## config.mk

```make
export PLATFORM = sky130hd
export DESIGN_NAME = axi_rd_arbiter
export DESIGN_NICKNAME = d
export VERILOG_FILES = /design/src/rtl/axi_rd_arbiter.sv
export SDC_FILE = /design/constraint.sdc
export NUM_CORES = 1
export LEC_CHECK = 0
export ABC_AREA = 1
export BUFFER_PORTS_ARGS = -buffer_cell sky130_fd_sc_hd__clkbuf_2
export CORE_AREA = 2 2 372 374
export DETAILED_ROUTE_END_ITERATION = 7
export DIE_AREA = 0 0 374 376
export GPL_ROUTABILITY_DRIVEN = 0
export PLACE_DENSITY_LB_ADDON = 0.05
export REMOVE_ABC_BUFFERS = 1
export SYNTH_ARGS = -nofsm -noshare
export SYNTH_HDL_FRONTEND = slang
export SYNTH_SLANG_ARGS = --single-unit
```

## constraint.sdc

```tcl
create_clock -name clk -period 1.9 [get_ports clk]
set_input_delay 0.38 -clock clk [delete_from_list [all_inputs] [get_ports clk]]
set_output_delay 0.38 -clock clk [all_outputs]
set_load 0.1 [all_outputs]
```

## src/rtl/axi_rd_arbiter.sv

```systemverilog
// Two-requester AXI read arbiter: round-robin grant, one burst outstanding,
// AR and R channels steered to the granted requester, sticky burst-length check.
module axi_rd_arbiter #(
  parameter int ADDR_W = 32,
  parameter int DATA_W = 256,
  parameter int ID_W   = 6,
  parameter int LEN_W  = 8
) (
  input  logic              clk,
  input  logic              rst_n,
  // requester 0 (feature fetch)
  input  logic              s0_ar_arvalid,
  output logic              s0_ar_arready,
  input  logic [ID_W-1:0]   s0_ar_arid,
  input  logic [LEN_W-1:0]  s0_ar_arlen,
  input  logic [ADDR_W-1:0] s0_ar_araddr,
  output logic              s0_r_rvalid,
  input  logic              s0_r_rready,
  output logic [ID_W-1:0]   s0_r_rid,
  output logic              s0_r_rlast,
  output logic [DATA_W-1:0] s0_r_rdata,
  // requester 1 (weight fetch)
  input  logic              s1_ar_arvalid,
  output logic              s1_ar_arready,
  input  logic [ID_W-1:0]   s1_ar_arid,
  input  logic [LEN_W-1:0]  s1_ar_arlen,
  input  logic [ADDR_W-1:0] s1_ar_araddr,
  output logic              s1_r_rvalid,
  input  logic              s1_r_rready,
  output logic [ID_W-1:0]   s1_r_rid,
  output logic              s1_r_rlast,
  output logic [DATA_W-1:0] s1_r_rdata,
  // shared memory port
  output logic              m_ar_arvalid,
  input  logic              m_ar_arready,
  output logic [ID_W-1:0]   m_ar_arid,
  output logic [LEN_W-1:0]  m_ar_arlen,
  output logic [ADDR_W-1:0] m_ar_araddr,
  input  logic              m_r_rvalid,
  output logic              m_r_rready,
  input  logic [ID_W-1:0]   m_r_rid,
  input  logic              m_r_rlast,
  input  logic [DATA_W-1:0] m_r_rdata,
  // status
  output logic [1:0]        grant,
  output logic              busy,
  output logic              err_len,
  output logic [1:0]        dbg_state_o
);

  // Handshake rule on every channel: a transfer happens on a rising edge where
  // valid and ready are both high; valid never depends on ready.

  typedef enum logic [1:0] {
    S_IDLE = 2'd0,
    S_ADDR = 2'd1,
    S_DATA = 2'd2
  } state_e;

  state_e           state_q, state_d;
  logic [1:0]       grant_q, grant_d;
  logic             ptr_q, ptr_d;
  logic [LEN_W:0]   cnt_q, cnt_d;
  logic [LEN_W-1:0] len_q, len_d;
  logic             err_q, err_d;
  logic             sel;
  logic             ar_hs;
  logic             r_hs;

  // sel=1 steers everything to requester 1; only meaningful while granted
  assign sel = grant_q[1];

  assign s0_r_rid   = m_r_rid;
  assign s0_r_rlast = m_r_rlast;
  assign s0_r_rdata = m_r_rdata;
  assign s1_r_rid   = m_r_rid;
  assign s1_r_rlast = m_r_rlast;
  assign s1_r_rdata = m_r_rdata;

  assign grant       = grant_q;
  assign busy        = (state_q != S_IDLE);
  assign err_len     = err_q;
  assign dbg_state_o = state_q;

  always_comb begin
    state_d       = state_q;
    grant_d       = grant_q;
    ptr_d         = ptr_q;
    cnt_d         = cnt_q;
    len_d         = len_q;
    err_d         = err_q;
    m_ar_arvalid  = 1'b0;
    m_ar_arid     = sel ? s1_ar_arid   : s0_ar_arid;
    m_ar_arlen    = sel ? s1_ar_arlen  : s0_ar_arlen;
    m_ar_araddr   = sel ? s1_ar_araddr : s0_ar_araddr;
    s0_ar_arready = 1'b0;
    s1_ar_arready = 1'b0;
    m_r_rready    = 1'b0;
    s0_r_rvalid   = 1'b0;
    s1_r_rvalid   = 1'b0;
    ar_hs         = 1'b0;
    r_hs          = 1'b0;

    case (state_q)
      S_IDLE: begin
        if (s0_ar_arvalid || s1_ar_arvalid) begin
          // ptr_q names the last requester served; the other one wins a tie
          if (s0_ar_arvalid && s1_ar_arvalid) grant_d = ptr_q ? 2'b01 : 2'b10;
          else                                grant_d = s0_ar_arvalid ? 2'b01 : 2'b10;
          state_d = S_ADDR;
        end
      end
      S_ADDR: begin
        m_ar_arvalid  = sel ? s1_ar_arvalid : s0_ar_arvalid;
        s0_ar_arready = !sel && m_ar_arready;
        s1_ar_arready = sel && m_ar_arready;
        ar_hs         = m_ar_arvalid && m_ar_arready;
        if (ar_hs) begin
          len_d   = m_ar_arlen;
          cnt_d   = '0;
          state_d = S_DATA;
        end
      end
      S_DATA: begin
        m_r_rready  = sel ? s1_r_rready : s0_r_rready;
        s0_r_rvalid = !sel && m_r_rvalid;
        s1_r_rvalid = sel && m_r_rvalid;
        r_hs        = m_r_rvalid && m_r_rready;
        if (r_hs) begin
          cnt_d = cnt_q + {{LEN_W{1'b0}}, 1'b1};
          if (m_r_rlast) begin
            if (cnt_q != {1'b0, len_q}) err_d = 1'b1;
            ptr_d   = sel;
            grant_d = 2'b00;
            state_d = S_IDLE;
          end else if (cnt_q == {1'b0, len_q}) begin
            // final expected beat without rlast: flag it and keep draining
            err_d = 1'b1;
          end
        end
      end
      default: begin
        state_d = S_IDLE;
        grant_d = 2'b00;
      end
    endcase

    // no handshake may be offered while reset is held, even mid-burst
    if (!rst_n) begin
      m_ar_arvalid  = 1'b0;
      s0_ar_arready = 1'b0;
      s1_ar_arready = 1'b0;
      m_r_rready    = 1'b0;
      s0_r_rvalid   = 1'b0;
      s1_r_rvalid   = 1'b0;
    end
  end

  always_ff @(posedge clk) begin
    if (!rst_n) begin
      state_q <= S_IDLE;
      grant_q <= 2'b00;
      ptr_q   <= 1'b1;
      cnt_q   <= '0;
      len_q   <= '0;
      err_q   <= 1'b0;
    end else begin
      state_q <= state_d;
      grant_q <= grant_d;
      ptr_q   <= ptr_d;
      cnt_q   <= cnt_d;
      len_q   <= len_d;
      err_q   <= err_d;
    end
  end

endmodule

```

==> metrics.csv <==
metric;value;unit
status;completed;
Post-Route Utilization;0.04586;
Slew Limit Fails;0;
CP arrival;1.52;ns
CTS max path bufs;2;
TritonCTS clock tree;done;
Final setup viols;0;
Net Sw Frac;0.5309;
vias in the first global route;4362;
final worst-path cycle share;0.9978;
GR Overflow Total;0;
Skew-Pair Late Insertion Delay;0.28;ns
critical setup path kind;reg2out;
Hold Path Origin;s0_ar_arvalid;
dpl cells;2307;
area occupied by multi-input gates;0.001371;mm^2
Rows;136;
Seq cells post-synth;23;
Avg Inst Size Synth;6.701;um^2
PwrDens;476.4;mW/mm^2
Internal Pwr Total;1.400;mW
Synth area leader;buf_4;
Detailed Routing Iterations Pass 1;4;
Max-Cap Viols;0;
Die X;374;um
Storage cell area;466.7;um^2
Critical Path Source Type;flop;
Syn-to-layout area delta;7.353;%
DR iter-0 viols;611;
Fin. Hold Viols;0;
Seq pwr share;0.174;
number of buffers created by CTS;3;
switching power;1.585;mW
Post-synth EDFFs;0;
WL final;182900;um
Yosys Warn Count;0;
Pwr Total;2.985;mW
ratio of cells with drive above 1 in the final layout;0.4617;
Initial Utilization;0.04272;
diode count;0;
Clock Sinks;23;
ranking of synthesized cells by area;buf_4 (68%), nand2_1 (12%), dfxtp_1 (7.9%);
Yosys top cell area share;0.6778;
DP HPWL;172700;um
Worst-path clk slew;0.08;ns
P_leak;2.174;nW
clock root buffer;clkbuf_16;
Die Y-Extent;376;um
first-pass GRT wire length;194900;um
DRC;0;
Synth cell types;29;
critical path launch point;grant[1];
GRT Util Overall;0.2517;
Fmax;0.5275;GHz
# fillers;16240;
Clock power frac;0.182;
Post-synth ARST share;0;
IO Port Bufs;160;
initial antenna violation count;13;
detailed-route vias per instance;2.168;
CTS H-tree depth;1;
register area share after synthesis;0.07889;
minimum clock period;1.896;ns
Slew headroom;0.5916;
Post-Syn Instances;871;
IO Pins;947;
unrepaired setup endpoints after global routing;yes;
pin count of the biggest net entering global routing;24;
ys flop type;dfxtp_1;
Routed Antenna Nets;0;
Hold/Removal Path Class;in2reg;
Comb power frac;0.644;
Reg2Reg Launch Point;grant[1];
Worst Path Required;1.52;ns
total core area;0.1366;mm^2
nets;887;
crit path max fanout;5;
Crit. End Element;output pin;
post-route clock skew;0.007231;ns
Slew @ Worst Pin;0.6153;ns
Peak supply drop;0.2855;mV
final non-filler cell total;2316;
DIE AREA;0.1406;mm^2
Synth Cell Area;0.005837;mm^2
via count;5020;
routed length per instance;78.97;um
-- cells in the mapped netlist (3+ instances only) --
master and n:
a21oi_1 24, buf_2 9, buf_4 527, clkbuf_1 3, dfxtp_1 23, inv_1 32
nand2_1 179, nand2_2 4, nand3_1 11, nand4_1 4, nor2_1 12, nor2_2 3
nor3_1 8, o21ai_0 10, xor2_1 3
-- per-layer routing --
metal  vias up  GRT usage  routed length (um)
met5         -     0.1674                3195
met4        48     0.2089               18630
met3       250     0.3166               47730
met2      1417     0.4147               84790
met1      1878     0.1058               28540
li1       1427          -                   -
-- power groups by stage --
stage | combinational, mW | clock [mW] | sequential (mW)
finish | 1.92 | 0.544 | 0.519
floorplan | 0.924 | 0 | 0.583
global route | 2.03 | 0.592 | 0.522
CTS | 1.95 | 0.586 | 0.519
detailed placement | 1.89 | 0 | 0.527
global placement | 1.91 | 0 | 0.527
-- kinds of logic (layout without fill, tap and decap cells) --
family          count (synthesis)  after routing  share of synthesized area
xor+xnor                        3              3                   0.004502
buf+inv                       574            225                     0.7121
compound gates                 41             41                    0.03794
simple gates                  229            229                     0.1644
flops                          23             23                    0.07889
fa+ha+maj                       1              1                   0.002143
-- flip-flops by register name, indices dropped and copies added (netlist names) --
signal / cells
cnt_q: 9
dbg_state_o: 2
err_len: 1
grant: 2
len_q: 8
ptr_q: 1
-- layout by cell type, fill, tap and decap left out, drive strengths merged, types with 2 or more instances in the layout --
| master | n |
|---|---|
| nand2 | 186 |
| clkbuf | 106 |
| buf | 85 |
| inv | 33 |
| a21oi | 24 |
| dfxtp | 23 |
| nor2 | 16 |
| o21ai | 14 |
| nand3 | 11 |
| nor3 | 8 |
| nand4 | 4 |
| xor2 | 3 |
| o211ai | 2 |
| nor4 | 2 |
-- path summary, 6_finish.rpt --
kind            endpoint  slack (ns)  depth (start not counted)
min reg2reg     len_q[4]        0.48                          2
max          s0_r_rvalid       0.004                          4
max reg2reg     grant[1]        0.19                          9
min             grant[0]        0.46                          3
-- stage by stage --
step | instance area, um^2 | hold slack [ns] | setup slack [ns] | TNS (ns)
2_1_floorplan | 1813 | 0.4431 | -4.605 | -152.24
3_3_place_gp | 5911 | 0.4746 | -0.1052 | -0.1052
3_5_place_dp | 5911 | 0.4714 | -0.1051 | -0.1123
4_1_cts | 6163 | 0.4733 | -0.07195 | -0.1318
5_1_grt | 6266 | 0.4983 | -0.08265 | -0.4287
6_report | 6266 | 0.4649 | 0.004198 | 0
-- area by class of cell --
type,count,share of cell area
clock buffers,4,0.01258
inverters,34,0.02276
multi-input cells,274,0.2189
flip-flops and latches,23,0.07448
well taps,1794,0.3582
repair buffers,187,0.3131
-- what timing repair did --
item,CTS,global route
resized for setup,39,17
hold buffers,0,0
gates cloned,2,1
endpoints found under the setup margin,32,7
buffers inserted,1,1
pin swaps,2,6
-- critical path: stages (launching register included) --
cell and delay, ns:
dfxtp_4 0.42, buf_12 0.16, nor4_2 0.29, buf_4 0.19, buf_12 0.17
Power figures use the tool's default switching activity.
